--- config.mk ---
export PLATFORM = sky130hd
export DESIGN_NAME = uart_rx_fifo
export DESIGN_NICKNAME = d
export VERILOG_FILES = /design/src/rtl/uart_rx_fifo.sv
export SDC_FILE = /design/constraint.sdc
export NUM_CORES = 1
export LEC_CHECK = 0
export BUFFER_PORTS_ARGS = -buffer_cell sky130_fd_sc_hd__buf_2
export CAP_MARGIN = 20
export CORE_MARGIN = 4
export CORE_UTILIZATION = 45
export CTS_CLUSTER_DIAMETER = 60
export CTS_CLUSTER_SIZE = 28
export DETAILED_ROUTE_END_ITERATION = 10
export PLACE_DENSITY = 0.64
export SETUP_SLACK_MARGIN = 0.5
export SLEW_MARGIN = 40
export SYNTH_ARGS = -nofsm -noshare
export SYNTH_HDL_FRONTEND = slang
export SYNTH_SLANG_ARGS = --single-unit
--- constraint.sdc ---
create_clock -name clk -period 3.61 [get_ports clk]
set_input_delay 0.722 -clock clk [delete_from_list [all_inputs] [get_ports clk]]
set_output_delay 0.722 -clock clk [all_outputs]
set_load 0.1 [all_outputs]
--- src/rtl/uart_rx_fifo.sv ---
// rtl/uart_rx_fifo.sv - 8N1 UART receiver feeding a first-word fall-through byte FIFO
module uart_rx_fifo #(
  parameter int FREQ_MAIN_HZ        = 12000000,
  parameter int FREQ_TARGET_UART_HZ = 9600,
  parameter int FIFO_DEPTH          = 8
) (
  input  logic       clk,
  input  logic       rst,
  input  logic       uart_rx,
  output logic       rx_available,
  output logic [7:0] rx_data,
  input  logic       rx_data_ack,
  output logic       rx_overflow,
  output logic       rx_frame_error
);

  localparam int CLKS_PER_BIT = FREQ_MAIN_HZ / FREQ_TARGET_UART_HZ;
  localparam int HALF_BIT     = CLKS_PER_BIT / 2;
  localparam int CW           = $clog2(CLKS_PER_BIT) + 1;
  localparam int AW           = $clog2(FIFO_DEPTH);
  localparam int PW           = AW + 1;

  localparam logic [CW-1:0] BIT_LAST  = CW'(CLKS_PER_BIT - 1);
  localparam logic [CW-1:0] HALF_LAST = CW'(HALF_BIT - 1);
  localparam logic [PW-1:0] FULL_CNT  = PW'(FIFO_DEPTH);

  typedef enum logic [2:0] {IDLE, START, DATA, STOP, WAIT_HIGH} state_t;

  state_t          state;
  logic [CW-1:0]   bit_cnt;
  logic [2:0]      bit_idx;
  logic [7:0]      shift;
  logic            rx_meta;
  logic            rx_sync;

  logic [7:0]      mem [FIFO_DEPTH];
  logic [PW-1:0]   rd_ptr;
  logic [PW-1:0]   wr_ptr;
  logic [PW-1:0]   count;
  logic [PW-1:0]   count_next;

  logic            stop_done;
  logic            push_req;
  logic            full;
  logic            pop;
  logic            push;

  assign stop_done = (state == STOP) && (bit_cnt == BIT_LAST);
  assign push_req  = stop_done && rx_sync;
  assign full      = (count == FULL_CNT);
  assign pop       = rx_data_ack && (count != '0);
  // A pop in the same cycle frees a slot, so a full FIFO can still take the byte.
  assign push      = push_req && (!full || pop);

  // Head byte comes straight from the storage array; zero when the FIFO is empty.
  assign rx_data   = (count != '0) ? mem[rd_ptr[AW-1:0]] : 8'h00;

  // Two-flop synchronizer for the asynchronous serial line (idles high).
  always_ff @(posedge clk or posedge rst) begin
    if (rst) begin
      rx_meta <= 1'b1;
      rx_sync <= 1'b1;
    end else begin
      rx_meta <= uart_rx;
      rx_sync <= rx_meta;
    end
  end

  // Frame deserializer: start validation, 8 data bits LSB first, stop check.
  always_ff @(posedge clk or posedge rst) begin
    if (rst) begin
      state          <= IDLE;
      bit_cnt        <= '0;
      bit_idx        <= '0;
      shift          <= '0;
      rx_frame_error <= 1'b0;
    end else begin
      rx_frame_error <= 1'b0;
      case (state)
        IDLE: begin
          if (!rx_sync) begin
            state   <= START;
            bit_cnt <= '0;
          end
        end
        START: begin
          if (bit_cnt == HALF_LAST) begin
            bit_cnt <= '0;
            bit_idx <= '0;
            // A line back high at mid start bit was only a glitch.
            state   <= rx_sync ? IDLE : DATA;
          end else begin
            bit_cnt <= bit_cnt + 1'b1;
          end
        end
        DATA: begin
          if (bit_cnt == BIT_LAST) begin
            bit_cnt        <= '0;
            shift[bit_idx] <= rx_sync;
            if (bit_idx == 3'd7) state <= STOP;
            else                 bit_idx <= bit_idx + 1'b1;
          end else begin
            bit_cnt <= bit_cnt + 1'b1;
          end
        end
        STOP: begin
          if (bit_cnt == BIT_LAST) begin
            bit_cnt <= '0;
            if (rx_sync) begin
              state <= IDLE;
            end else begin
              rx_frame_error <= 1'b1;
              state          <= WAIT_HIGH;
            end
          end else begin
            bit_cnt <= bit_cnt + 1'b1;
          end
        end
        WAIT_HIGH: begin
          // Hold off until the line recovers so a break is not read as 0x00 frames.
          if (rx_sync) state <= IDLE;
        end
        default: state <= IDLE;
      endcase
    end
  end

  // Occupancy after this cycle's push/pop.
  always_comb begin
    count_next = count;
    case ({push, pop})
      2'b10:   count_next = count + 1'b1;
      2'b01:   count_next = count - 1'b1;
      default: count_next = count;
    endcase
  end

  // FIFO pointers, occupancy, availability flag and overflow pulse.
  always_ff @(posedge clk or posedge rst) begin
    if (rst) begin
      rd_ptr       <= '0;
      wr_ptr       <= '0;
      count        <= '0;
      rx_available <= 1'b0;
      rx_overflow  <= 1'b0;
    end else begin
      if (push) wr_ptr <= wr_ptr + 1'b1;
      if (pop)  rd_ptr <= rd_ptr + 1'b1;
      count        <= count_next;
      rx_available <= (count_next != '0);
      rx_overflow  <= push_req && !push;
    end
  end

  // Byte storage; contents need no reset since count gates visibility.
  always_ff @(posedge clk) begin
    if (push) mem[wr_ptr[AW-1:0]] <= shift;
  end

endmodule

== Word level (Yosys, flattened, before mapping) ==
Memories as Yosys holds them, arrays and structs flattened.
Cells that the tools add are included.

* Add/sub/neg operators: 6
* $lt $le $gt $ge: 2
* Equal/unequal tests: 17
* Muxes and demuxes: 27
* Reduce and logical (&&, ||, !) cells: 19

{| class="wikitable"
|+ Operator list
! kind !! number
|-
| $mux W12 || 3
|-
| $pmux W12 S3 || 1
|-
| $mux W3 || 10
|-
| $pmux W3 S5 || 1
|-
| $add A12 B1 Y12 const B || 1
|-
| $add A4 B1 Y4 const B || 3
|-
| $eq A12 B10 Y1 const B || 1
|-
| $eq A12 B11 Y1 const B || 1
|-
| $ne A2 B2 Y1 const B || 6
|-
| $bwmux W8 || 1
|-
| $mux W8 || 1
|-
| $pmux W4 S2 || 1
|-
| $reduce_bool A4 Y1 || 2
|-
| $eq A3 B2 Y1 const B || 2
|-
| $eq A3 B3 Y1 const B || 2
|-
| $logic_and A1 B1 Y1 || 6
|-
| $mux W1 || 6
|-
| $pmux W3 S2 || 1
|-
| $reduce_and A6 Y1 || 1
|-
| $eq A4 B4 Y1 const B || 1
|-
| $lt A3 B4 Y1 const B || 1
|-
| $reduce_and A2 Y1 || 2
|-
| $reduce_and A4 Y1 || 1
|-
| $sub A4 B1 Y4 const B || 1
|-
| 14 further kinds || 15
|}

* Flip-flop bits (word level): 43
* Bits in writable memories: 64
* Input bits: 4
* Output and inout bits: 11
* Memories kept: 1

{| class="wikitable"
|+ Memory list
! name !! depth !! bits a word !! rd ports !! clocked after Yosys merged registers in !! wr ports !! RTL line !! text
|-
| mem || 8 || 8 || 1 || 0 || 1 || 36 || <nowiki>logic [7:0] mem [FIFO_DEPTH];</nowiki>
|}

== Depth between registers and ports, before layout ==
Gate-level depths: netlist (run 1).

* Depth after elaboration: 7
* Depth in mapped cells: 12
* Mapped depth without buffers: 12

== Worst setup path after synthesis (run 1) ==
No wires, ideal clock.

* Path type: flip-flop to output port
* Start point: register rd_ptr[0]
* End point: output port rx_data[6]
* Arrival: 2.696 ns
* Data required time: 2.888 ns
* Setup slack: 0.192 ns
* Stages on the path, launching flop included: 6
* Buffers on the path: 2
* Cells stage by stage: dfrtp_1 > clkbuf_1 > buf_2 > mux4_2 > mux2i_1 > nor2_1

* Longest elaborated chain between the ends: 2

{| class="wikitable"
|+ RTL lines
! element !! RTL line !! text
|-
| start, declared || 37 || <nowiki>logic [PW-1:0] rd_ptr;</nowiki>
|-
| start signal, assigned || 148 || <nowiki>if (pop) rd_ptr <= rd_ptr + 1'b1;</nowiki>
|-
| $mem_v2 Z8 W8 || - ||
|-
| $mux W8 || 56 || <nowiki>assign rx_data = (count != '0) ? mem[rd_ptr[AW-1:0]] : 8'h00;</nowiki>
|-
| end, declared || 11 || <nowiki>output logic [7:0] rx_data,</nowiki>
|}

Every way passes these cells.

== Final worst setup path (run 1) ==
* Start point: register rd_ptr[1]
* End point: output port rx_data[6]

The elaborated chain is that of the path after synthesis.

==> results of run 1 <==
[cell type report]
class | instances | area share
inverter | 11 | 0.008004
multi-input combinational | 194 | 0.3197
clock buffer | 9 | 0.02401
tap | 133 | 0.03226
sequential | 105 | 0.5726
clock inverter | 7 | 0.01382
timing repair buffer | 25 | 0.02959
[routing by layer]
layer | global-route usage | routed length (µm) | up-vias
li1 | - | - | 1261
met1 | 0.2072 | 3928 | 1315
met2 | 0.2448 | 3915 | 31
met3 | 0.03171 | 227 | 14
met4 | 0.05343 | 126 | 0
met5 | 0 | 0 | -
[registers in the layout, summed over array words and instances, names as in the netlist]
register / count
mem: 64
bit_cnt: 12
shift: 8
count: 4
bit_idx: 3
rd_ptr: 3
state: 3
wr_ptr: 3
rx_available: 1
rx_frame_error: 1
rx_meta: 1
rx_overflow: 1
rx_sync: 1
[cells in the final DEF (no fill, tap or decap), drive strengths merged, types with 7 or more instances in the layout]
cell    count
clkbuf      9
dfrtp      39
nand3       8
xor2        7
nand4       7
o21ai       9
nor3        8
mux2i       9
buf        25
edfxtp     64
nand2      12
a21oi       9
ha          9
nor2       31
mux2       11
inv        14
mux4       16
[through the flow]
stage / worst slack [ns] / util / power [µW] / hold slack [ns]
after detailed placement: 0.5565 / 0.4961 / 2132 / 0.3473
final: 0.6639 / 0.5182 / 2819 / 0.3649
after floorplan: 0.3354 / - / 2000 / 0.3452
after CTS: 0.5600 / 0.5157 / 2837 / 0.3636
after global routing: 0.5184 / 0.5182 / 2963 / 0.3703
after global placement: 0.6514 / 0.4961 / 2121 / 0.3460
[logic make-up after synthesis]
logic type,Yosys count
xor gates and xnor gates,13
and+or+nand+nor,101
adders and majority gates,10
muxes,36
buffers and inverters,24
DFF,105
AOI/OAI and AO/OA,34
[what timing repair did]
item / 4_1_cts / 5_1_grt
buffers inserted: 0 / 2
resized for setup: 0 / 2
endpoints found under the hold margin: 0 / 0
setup endpoints to repair: 0 / 3
[how the worst min path moves through the flow]
stage	end	slack [ns]
after floorplan	rx_sync$_DFF_PP1_	0.35
after global placement	rx_sync$_DFF_PP1_	0.35
after detailed placement	rx_sync$_DFF_PP1_	0.35
after CTS	rx_sync$_DFF_PP1_	0.36
after global routing	rx_sync$_DFF_PP1_	0.37
final	rx_sync$_DFF_PP1_	0.36
[power by group]
part,internal (µW),switching [µW]
logic,250,434
clock network,272,441
registers,1310,112
total,1830,987
[critical path, stage by stage, from the launching register on]
cell	delay, ns
dfrtp_1	0.87
mux4_2	0.35
mux2i_1	0.10
nor2_2	0.11
buf_2	0.43
==> metrics.txt, run 1 <==
leakage power=between 0.0015 and 0.002 µW; fin crit share=0.8161; core area=0.009955 mm²; Crit. End Element=output port; endpoints failing setup=0; Die W=about 110 µm; #FFs+latches synth=105; WP data required=around 2.9 ns; Slew @ Worst Pin=around 0.8 ns; critical path type=flop to output port; worst endpoint data arrival time=~2.2 ns; nets=360; max-cap check violation count=0; Max Fclk=0.3394 GHz; antenna violations before repair=0; post-route insts no fill=around 480; largest net degree at the start of global routing=between 40 and 50; post-layout min period=2.946 ns; num rows=36; synth unique cells=53; Final Hold Viols=0; CTS clk-pin slew, worst paths=between 0.1 and 0.15 ns; Cell Area, Synth=0.004669 mm²; simple-gate share of the synthesized area=0.1227; post-route setup TNS=0 ns; Post-Synth Adder-Cell Area=0.02840; number of enable flip-flop cells after synthesis=64; DR iter-0 viols=around 110; CTS Hold Bufs=0; Placed Instances=around 470; Compound-Gate Fraction of Synth Area=0.04904; Peak VDD IR=0.2657 mV; final wirelength=around 8200 µm; DRC Markers=0; Final Slew Violations=0; Synth Net Count=337; Final Wtd Congestion=just over 0.8; Total GRT Usage=0.1527; drt via density=roughly 5.4; root buffer cell=clkbuf_8; Worst Setup EP=rx_data[6]; FF-to-FF End=mem[7][4]$_DFFE_PP_; Finished Cell Area=approximately 0.0052 mm²; worst hold start=rx_meta$_DFF_PP1_; Final ANT Viol Nets=0; number of clock sinks=approximately 110; status=finished clean; source of the critical timing path=rd_ptr[1]$_DFFE_PP0P_; drt pass-1 iters=4; startpoint types=flop; post-synth top area share=0.4116; HPWL after detailed placement=~5400 µm; xor-xnor portion of the synthesized cell area=0.02438; grt ovf=0; HP Class=flop to flop; average size of a mapped cell=14.46 µm²; largest cells by area after synthesis=edfxtp_1 41%, dfrtp_1 21%, mux4_2 7.7%, mux2_2 2.7%, nor2_1 2.5%; CTS H-tree depth=3; mux share of post-synthesis cell area=0.1230; asr flop ratio synth=0.3905; count leader, synth=edfxtp_1; Syn Inst Count=323; unrepaired setup endpoints after global routing=false; register area=~0.003 mm²; # port buffers=14; number of diodes=0; Starting Density=0.4691; ys flop type=edfxtp_1; reg-to-reg setup timing slack=0.74 ns; clk_lat worst skew=around 0.38 ns; Slew Limit Headroom=0.4643; area grow syn2layout=10.48%; area leader, netlist=edfxtp_1; cell count of the worst hold path=0; multi-input logic area=roughly 0.0016 mm²; FF-to-FF path depth=5; die height=roughly 110 µm; total die area=about 0.012 mm²; CTS buffer count=9; global-route wire length before repair=approximately 14000 µm; Worst Skew=approximately 0.016 ns; reg2reg start=rx_sync$_DFF_PP1_; share of cells above drive strength 1=0.2650; vias in the first global route=approximately 2600; Cell Area, Placed=approximately 0.005 mm²; CTS tree=yes; highest net fanout along the worst path=18; Bufs on Longest Clock Path=2; FILL cells=around 870; drt wl/cell=16.94 µm; pwr/cell area=between 500 and 600 mW/mm²; register area share after synthesis=0.6318; Yosys warning total=0; routed via count=approximately 2600; IO Count=15; largest family of logic cells by synthesized area=multiplexers; top cells by count, synth=64 x edfxtp_1, 39 x dfrtp_1, 31 x nor2_1, 16 x mux4_2, 12 x nand2_1
Note: power is estimated with default switching activity, not from simulation.
==> run 2: changes to the inputs <==
--- a/config.mk
+++ b/config.mk
@@ -12,7 +12,7 @@
 export CTS_CLUSTER_DIAMETER = 60
 export CTS_CLUSTER_SIZE = 28
 export DETAILED_ROUTE_END_ITERATION = 10
-export PLACE_DENSITY = 0.64
+export PLACE_DENSITY = 0.66
 export SETUP_SLACK_MARGIN = 0.5
 export SLEW_MARGIN = 40
 export SYNTH_ARGS = -nofsm -noshare
==> constraint.sdc (replaced) <==
create_clock -name clk -period 2.6 [get_ports clk]
set_input_delay 0.52 -clock clk [delete_from_list [all_inputs] [get_ports clk]]
set_output_delay 0.52 -clock clk [all_outputs]
set_load 0.1 [all_outputs]
==> metrics.txt, run 2 (same netlist as run 1, synthesis figures left out) <==
status=finished clean (unchanged); HPWL after detailed placement=5905 µm (was 5386 µm); die height=109.9 µm (unchanged); Slowest-stage cell, CP=dfrtp_1 (unchanged); num rows=36 (unchanged); CTS tree=yes (unchanged); Cell Area, Placed=0.005318 mm² (was 0.004938 mm²); Finished Cell Area=0.005969 mm² (was 0.005159 mm²); CTS H-tree depth=3 (unchanged); post-layout min period=about 2.5 ns; clk_lat worst skew=0.36 ns (was 0.38 ns); max reg flops=64 (unchanged); startpoint types=flop (unchanged); final wirelength=8651 µm (was 8197 µm); Tot Pwr=4527 µW (was 2819 µW); HP Class=input pin to asynchronous set/reset pin (was flop to flop); pwr/cell area=758.4 mW/mm² (was 546.4 mW/mm²); number of clock sinks=105 (unchanged); leakage power=0.002080 µW (was 0.001742 µW); unrepaired setup endpoints after global routing=true (was false); Placed Instances=486 (was 466); CP most frequent cell=ha_4; CP peak stage delay=0.40 ns (was 0.87 ns); largest net degree at the start of global routing=42 (unchanged); post-route setup TNS=0 ns (unchanged); Die W=109.9 µm (unchanged); vias in the first global route=2863 (was 2623); core area=0.009955 mm² (unchanged); global-route wire length before repair=14350 µm (was 13770 µm); commonest non-fill, non-tap cells in the layout=64 x edfxtp_1, 35 x dfrtp_1, 28 x buf_4 (was 64 x edfxtp_1, 39 x dfrtp_1, 22 x nor2_1); Worst Skew=0.01091 ns (was 0.01625 ns); DRC Markers=0 (unchanged); Final Hold Viols=0 (unchanged); drt pass-1 iters=4 (unchanged); Slew Limit Headroom=0.6197 (was 0.4643); endpoints failing setup=0 (unchanged); Bufs on Longest Clock Path=2 (unchanged); Peak VDD IR=0.3746 mV (was 0.2657 mV); max-cap check violation count=0 (unchanged); WP data required=2.86 ns (was 2.89 ns); total die area=0.01207 mm² (unchanged); routed via count=2811 (was 2621); commonest non-fill, non-tap cell in the layout=edfxtp_1 (unchanged); Starting Density=0.4691 (unchanged); Crit. End Element=flop (was output port); Final ANT Viol Nets=0 (unchanged); fin crit share=0.9745; drt wl/cell=16.51 µm (was 16.94 µm); # port buffers=14 (unchanged); Max Fclk=between 0.3 and 0.4 GHz; Final Wtd Congestion=0.8698 (was 0.8303); post-route insts no fill=524 (was 484); Total GRT Usage=0.1566 (was 0.1527); CTS buffer count=9 (unchanged); worst endpoint data arrival time=2.79 ns (was 2.22 ns); antenna violations before repair=0 (unchanged); area grow syn2layout=27.84% (was 10.48%); highest net fanout along the worst path=5 (was 18); crit-path cells=inv_2 -> ha_4 -> and4bb_2 -> nand4_4 -> nand2_4 -> inv_4 -> ha_4 -> a21o_1 -> a21oi_4 -> or4_1 -> a311o_1 -> a2bb2oi_1 (was mux4_2 -> mux2i_1 -> nor2_2 -> buf_2); Slew @ Worst Pin=0.5627 ns (was 0.8006 ns); critical path type=flop to flop (was flop to output port); drt via density=5.365 (was 5.415); share of cells above drive strength 1=0.4194 (was 0.2650); number of diodes=0 (unchanged); reg-to-reg setup timing slack=0.07 ns (was 0.74 ns); nets=400 (was 360); grt ovf=0 (unchanged); DR iter-0 viols=111 (was 107); root buffer cell=clkbuf_8 (unchanged); CTS clk-pin slew, worst paths=0.10 ns (was 0.11 ns); Final Slew Violations=0 (unchanged); IO Count=15 (unchanged)
## run 2: changes by cell type in the layout (fill, tap and decap cells not counted), sizes merged
cell,previous run,this run
buf,25,64
clkinvlp,1,0
clkbuf,9,10
bufinv,0,1
## run 2: layer usage
metal | vias up | part of all wire | GRT usage
met3 | 11 | 0.023 | 0.02525
met5 | - | 0 | 0
met2 | 28 | 0.53 | 0.2691
li1 | 1342 | - | -
met1 | 1430 | 0.43 | 0.2005
met4 | 0 | 0.011 | 0.05610
## run 2: stage by stage
step,hold WS (ns),util,worst slack (ns)
after floorplan,0.3452,-,-0.1927
after CTS,0.2384,0.5792,0.05655
after detailed placement,0.3472,0.5342,0.05080
after global routing,0.2276,0.5997,-0.01592
after global placement,0.3462,0.5342,0.1044
final,0.2516,0.5997,0.06619
## run 2: worst paths after layout
check	start	endpoint	cells past startpoint
min in group clk	uart_rx	rx_meta$_DFF_PP1_	1
worst max-delay path	bit_cnt[1]$_DFFE_PP0P_	rx_available$_DFF_PP0_	12
max in group asynchronous	rst	bit_cnt[8]$_DFFE_PP0P_	3
worst min register to register	rx_meta$_DFF_PP1_	rx_sync$_DFF_PP1_	0
worst min-delay path	rst	count[2]$_DFF_PP0_	3
worst max register to register	bit_cnt[1]$_DFFE_PP0P_	rx_available$_DFF_PP0_	12
## run 2: report_power, final
part | internal (µW) | total (µW) | switching [µW]
clock | 472 | 1070 | 595
sequential | 1820 | 1970 | 146
combinational | 741 | 1490 | 752
## run 2: layout make-up
class / instances / area (µm²)
inverter: 11 / 43.79
fill: 740 / 3985
tap: 133 / 166.4
clock buffer: 9 / 123.9
clock inverter: 7 / 92.59
timing repair buffer: 65 / 708.2
sequential: 105 / 2955
multi-input combinational: 194 / 1879
## run 2: critical path: cells and delay by family, from the launching register on
| family | cells | cell delay, ns |
|---|---|---|
| flops | 1 | 0.40 |
| compound gates | 4 | 0.68 |
| buf+inv | 2 | 0.13 |
| fa+ha+maj | 2 | 0.36 |
| simple gates | 4 | 0.87 |
## run 2: what timing repair did
action,CTS,global route
hold buffers,0,0
buffers inserted,16,5
pin swaps,11,17
setup endpoints to repair,89,99
resized for setup,19,31
cloned,0,1
==> run 3: changes to the inputs <==
--- a/config.mk
+++ b/config.mk
@@ -12,7 +12,7 @@
 export CTS_CLUSTER_DIAMETER = 60
 export CTS_CLUSTER_SIZE = 28
 export DETAILED_ROUTE_END_ITERATION = 10
-export PLACE_DENSITY = 0.66
+export PLACE_DENSITY = 0.64
 export SETUP_SLACK_MARGIN = 0.5
 export SLEW_MARGIN = 40
 export SYNTH_ARGS = -nofsm -noshare
==> constraint.sdc (replaced) <==
create_clock -name clk -period 3.2 [get_ports clk]
set_input_delay 0.64 -clock clk [delete_from_list [all_inputs] [get_ports clk]]
set_output_delay 0.64 -clock clk [all_outputs]
set_load 0.1 [all_outputs]
==> metrics.txt, run 3 (same netlist as run 1, synthesis figures left out) <==
post-route setup TNS=0 ns (unchanged); drt via density=5.406 (was 5.365); CP most frequent cell=inv_2 (was ha_4); share of cells above drive strength 1=0.3216 (was 0.4194); CTS H-tree depth=3 (unchanged); Slew @ Worst Pin=0.6669 ns (was 0.5627 ns); grt ovf=0 (unchanged); commonest non-fill, non-tap cell in the layout=edfxtp_1 (unchanged); crit-path cells=inv_2 -> ha_2 -> and4bb_2 -> nand4_4 -> nand2_4 -> inv_2 -> ha_1 -> a21o_1 -> a21oi_4 -> or4_1 -> a311o_1 -> a2bb2oi_1 (was inv_2 -> ha_4 -> and4bb_2 -> nand4_4 -> nand2_4 -> inv_4 -> ha_4 -> a21o_1 -> a21oi_4 -> or4_1 -> a311o_1 -> a2bb2oi_1); commonest non-fill, non-tap cells in the layout=64 x edfxtp_1, 38 x dfrtp_1, 33 x buf_4 (was 64 x edfxtp_1, 35 x dfrtp_1, 28 x buf_4); core occupancy in the finished layout=0.5396 (was 0.5997); Final ANT Viol Nets=0 (unchanged); multi-input logic area=0.001687 mm² (was 0.001879 mm²); HPWL after detailed placement=5668 µm (was 5905 µm); CTS buffer count=9 (unchanged); drt wl/cell=16.19 µm (was 16.51 µm); nets=379 (was 400); CTS Hold Bufs=0 (unchanged); largest net degree at the start of global routing=24 (was 42); Bufs on Longest Clock Path=2 (unchanged); met3 global-route usage=0.03406 (was 0.02525); leakage power=0.001869 µW (was 0.002080 µW); met2 Usage GRT=0.2578 (was 0.2691); core area=0.009955 mm² (unchanged); Die W=109.9 µm (unchanged); highest net fanout along the worst path=6 (was 5); FF-to-FF End=rx_available$_DFF_PP0_ (unchanged); Worst Setup EP=rx_available$_DFF_PP0_ (unchanged); reg-to-reg setup timing slack=0.51 ns (was 0.07 ns); FILL cells=819 (was 740); Total GRT Usage=0.1516 (was 0.1566); routed via count=2719 (was 2811); Levels on crit path=12 (unchanged); Final Wtd Congestion=0.8214 (was 0.8698); number of clock sinks=105 (unchanged); pwr/cell area=605.8 mW/mm² (was 758.4 mW/mm²); startpoint types=flop (unchanged); final wirelength=8146 µm (was 8651 µm); max reg flops=64 (unchanged); Crit. End Element=flop (unchanged); Finished Cell Area=0.005371 mm² (was 0.005969 mm²); root buffer cell=clkbuf_8 (unchanged); unrepaired setup endpoints after global routing=true (unchanged); grt peak-use layer=met2 (unchanged); drt pass-1 iters=4 (unchanged); status=finished clean (unchanged); FF-to-FF path depth=12 (unchanged); IO Count=15 (unchanged); CP peak stage delay=0.41 ns (was 0.40 ns); source of the critical timing path=bit_cnt[1]$_DFFE_PP0P_ (unchanged); post-layout min period=2.693 ns (was 2.534 ns); Starting Density=0.4691 (unchanged); total die area=0.01207 mm² (unchanged); max-cap check violation count=0 (unchanged); clk_lat worst skew=0.37 ns (was 0.36 ns); Peak VDD IR=0.2893 mV (was 0.3746 mV); WP data required=3.46 ns (was 2.86 ns); DR iter-0 viols=94 (was 111); vias in the first global route=2697 (was 2863); global-route wire length before repair=13790 µm (was 14350 µm); critical path type=flop to flop (unchanged); Slew Limit Headroom=0.5527 (was 0.6197); die height=109.9 µm (unchanged); HP Class=input pin to asynchronous set/reset pin (unchanged); DRC Markers=0 (unchanged); CP Buf/Inv Count=2 (unchanged); reg2reg start=bit_cnt[1]$_DFFE_PP0P_ (unchanged); register area=0.002952 mm² (was 0.002955 mm²); Cell Area, Placed=0.005031 mm² (was 0.005318 mm²); worst endpoint data arrival time=2.96 ns (was 2.79 ns); Worst Skew=0.01301 ns (was 0.01091 ns); CTS tree=yes (unchanged); fin crit share=0.8416 (was 0.9745); kind of cell adding the most delay to the critical path=simple AND/OR/NAND/NOR gates (unchanged); area grow syn2layout=15.03% (was 27.84%); Max Fclk=0.3713 GHz (was 0.3947 GHz); # port buffers=14 (unchanged); num rows=36 (unchanged); Slowest-stage cell, CP=dfrtp_1 (unchanged); number of diodes=0 (unchanged); GR Layer Usage met1=0.1927 (was 0.2005); endpoints failing setup=0 (unchanged); Final Slew Violations=0 (unchanged); CTS clk-pin slew, worst paths=0.11 ns (was 0.10 ns); Final Hold Viols=0 (unchanged); antenna violations before repair=0 (unchanged)
run 3: changes by cell type in the layout (fill, tap and decap cells not counted), sizes merged:
cell / change
buf: -22
bufinv: -1
clkbuf: +1
inv: +1
run 3: worst min path at each step:
stage / cells past startpoint / endpoint / slack (ns)
after CTS: 2 / bit_cnt[7]$_DFFE_PP0P_ / 0.26
after detailed placement: 0 / rx_sync$_DFF_PP1_ / 0.35
final: 2 / bit_cnt[7]$_DFFE_PP0P_ / 0.26
after floorplan: 0 / rx_sync$_DFF_PP1_ / 0.35
after global placement: 0 / rx_sync$_DFF_PP1_ / 0.35
after global routing: 2 / bit_cnt[7]$_DFFE_PP0P_ / 0.29
run 3: timing repair:
item	4_1_cts	5_1_grt
resized for setup	5	15
endpoints found under the setup margin	9	42
pin swaps	1	1
buffers inserted	3	8
run 3: layout make-up:
| cell class | instances | area share |
|---|---|---|
| Sequential cell | 105 | 0.5495 |
| Inverter | 11 | 0.007687 |
| Clock inverter | 7 | 0.01468 |
| Clock buffer | 9 | 0.02306 |
| Timing Repair Buffer | 44 | 0.06010 |
| Tap cell | 133 | 0.03098 |
| Multi-Input combinational cell | 194 | 0.3140 |
run 3: power by group:
part	internal (µW)	switching (µW)
Clock	313	500
Sequential	1480	137
Combinational	325	501
run 3: layer usage:
metal | share of wire | up-vias
met4 | 0.012 | 0
met1 | 0.45 | 1382
met5 | 0 | -
li1 | - | 1304
met3 | 0.025 | 9
met2 | 0.52 | 24
run 3: stage by stage:
| step | std cells | hold slack [ns] | total power (µW) | setup WS (ns) |
|---|---|---|---|---|
| floorplan | 323 | 0.3452 | 2279 | 0.3167 |
| CTS | 495 | 0.2641 | 3254 | 0.4877 |
| global placement | 476 | 0.3461 | 2417 | 0.4828 |
| global route | 503 | 0.2897 | 3420 | 0.3370 |
| finish | 503 | 0.2575 | 3254 | 0.5068 |
| detailed placement | 476 | 0.3504 | 2426 | 0.4112 |
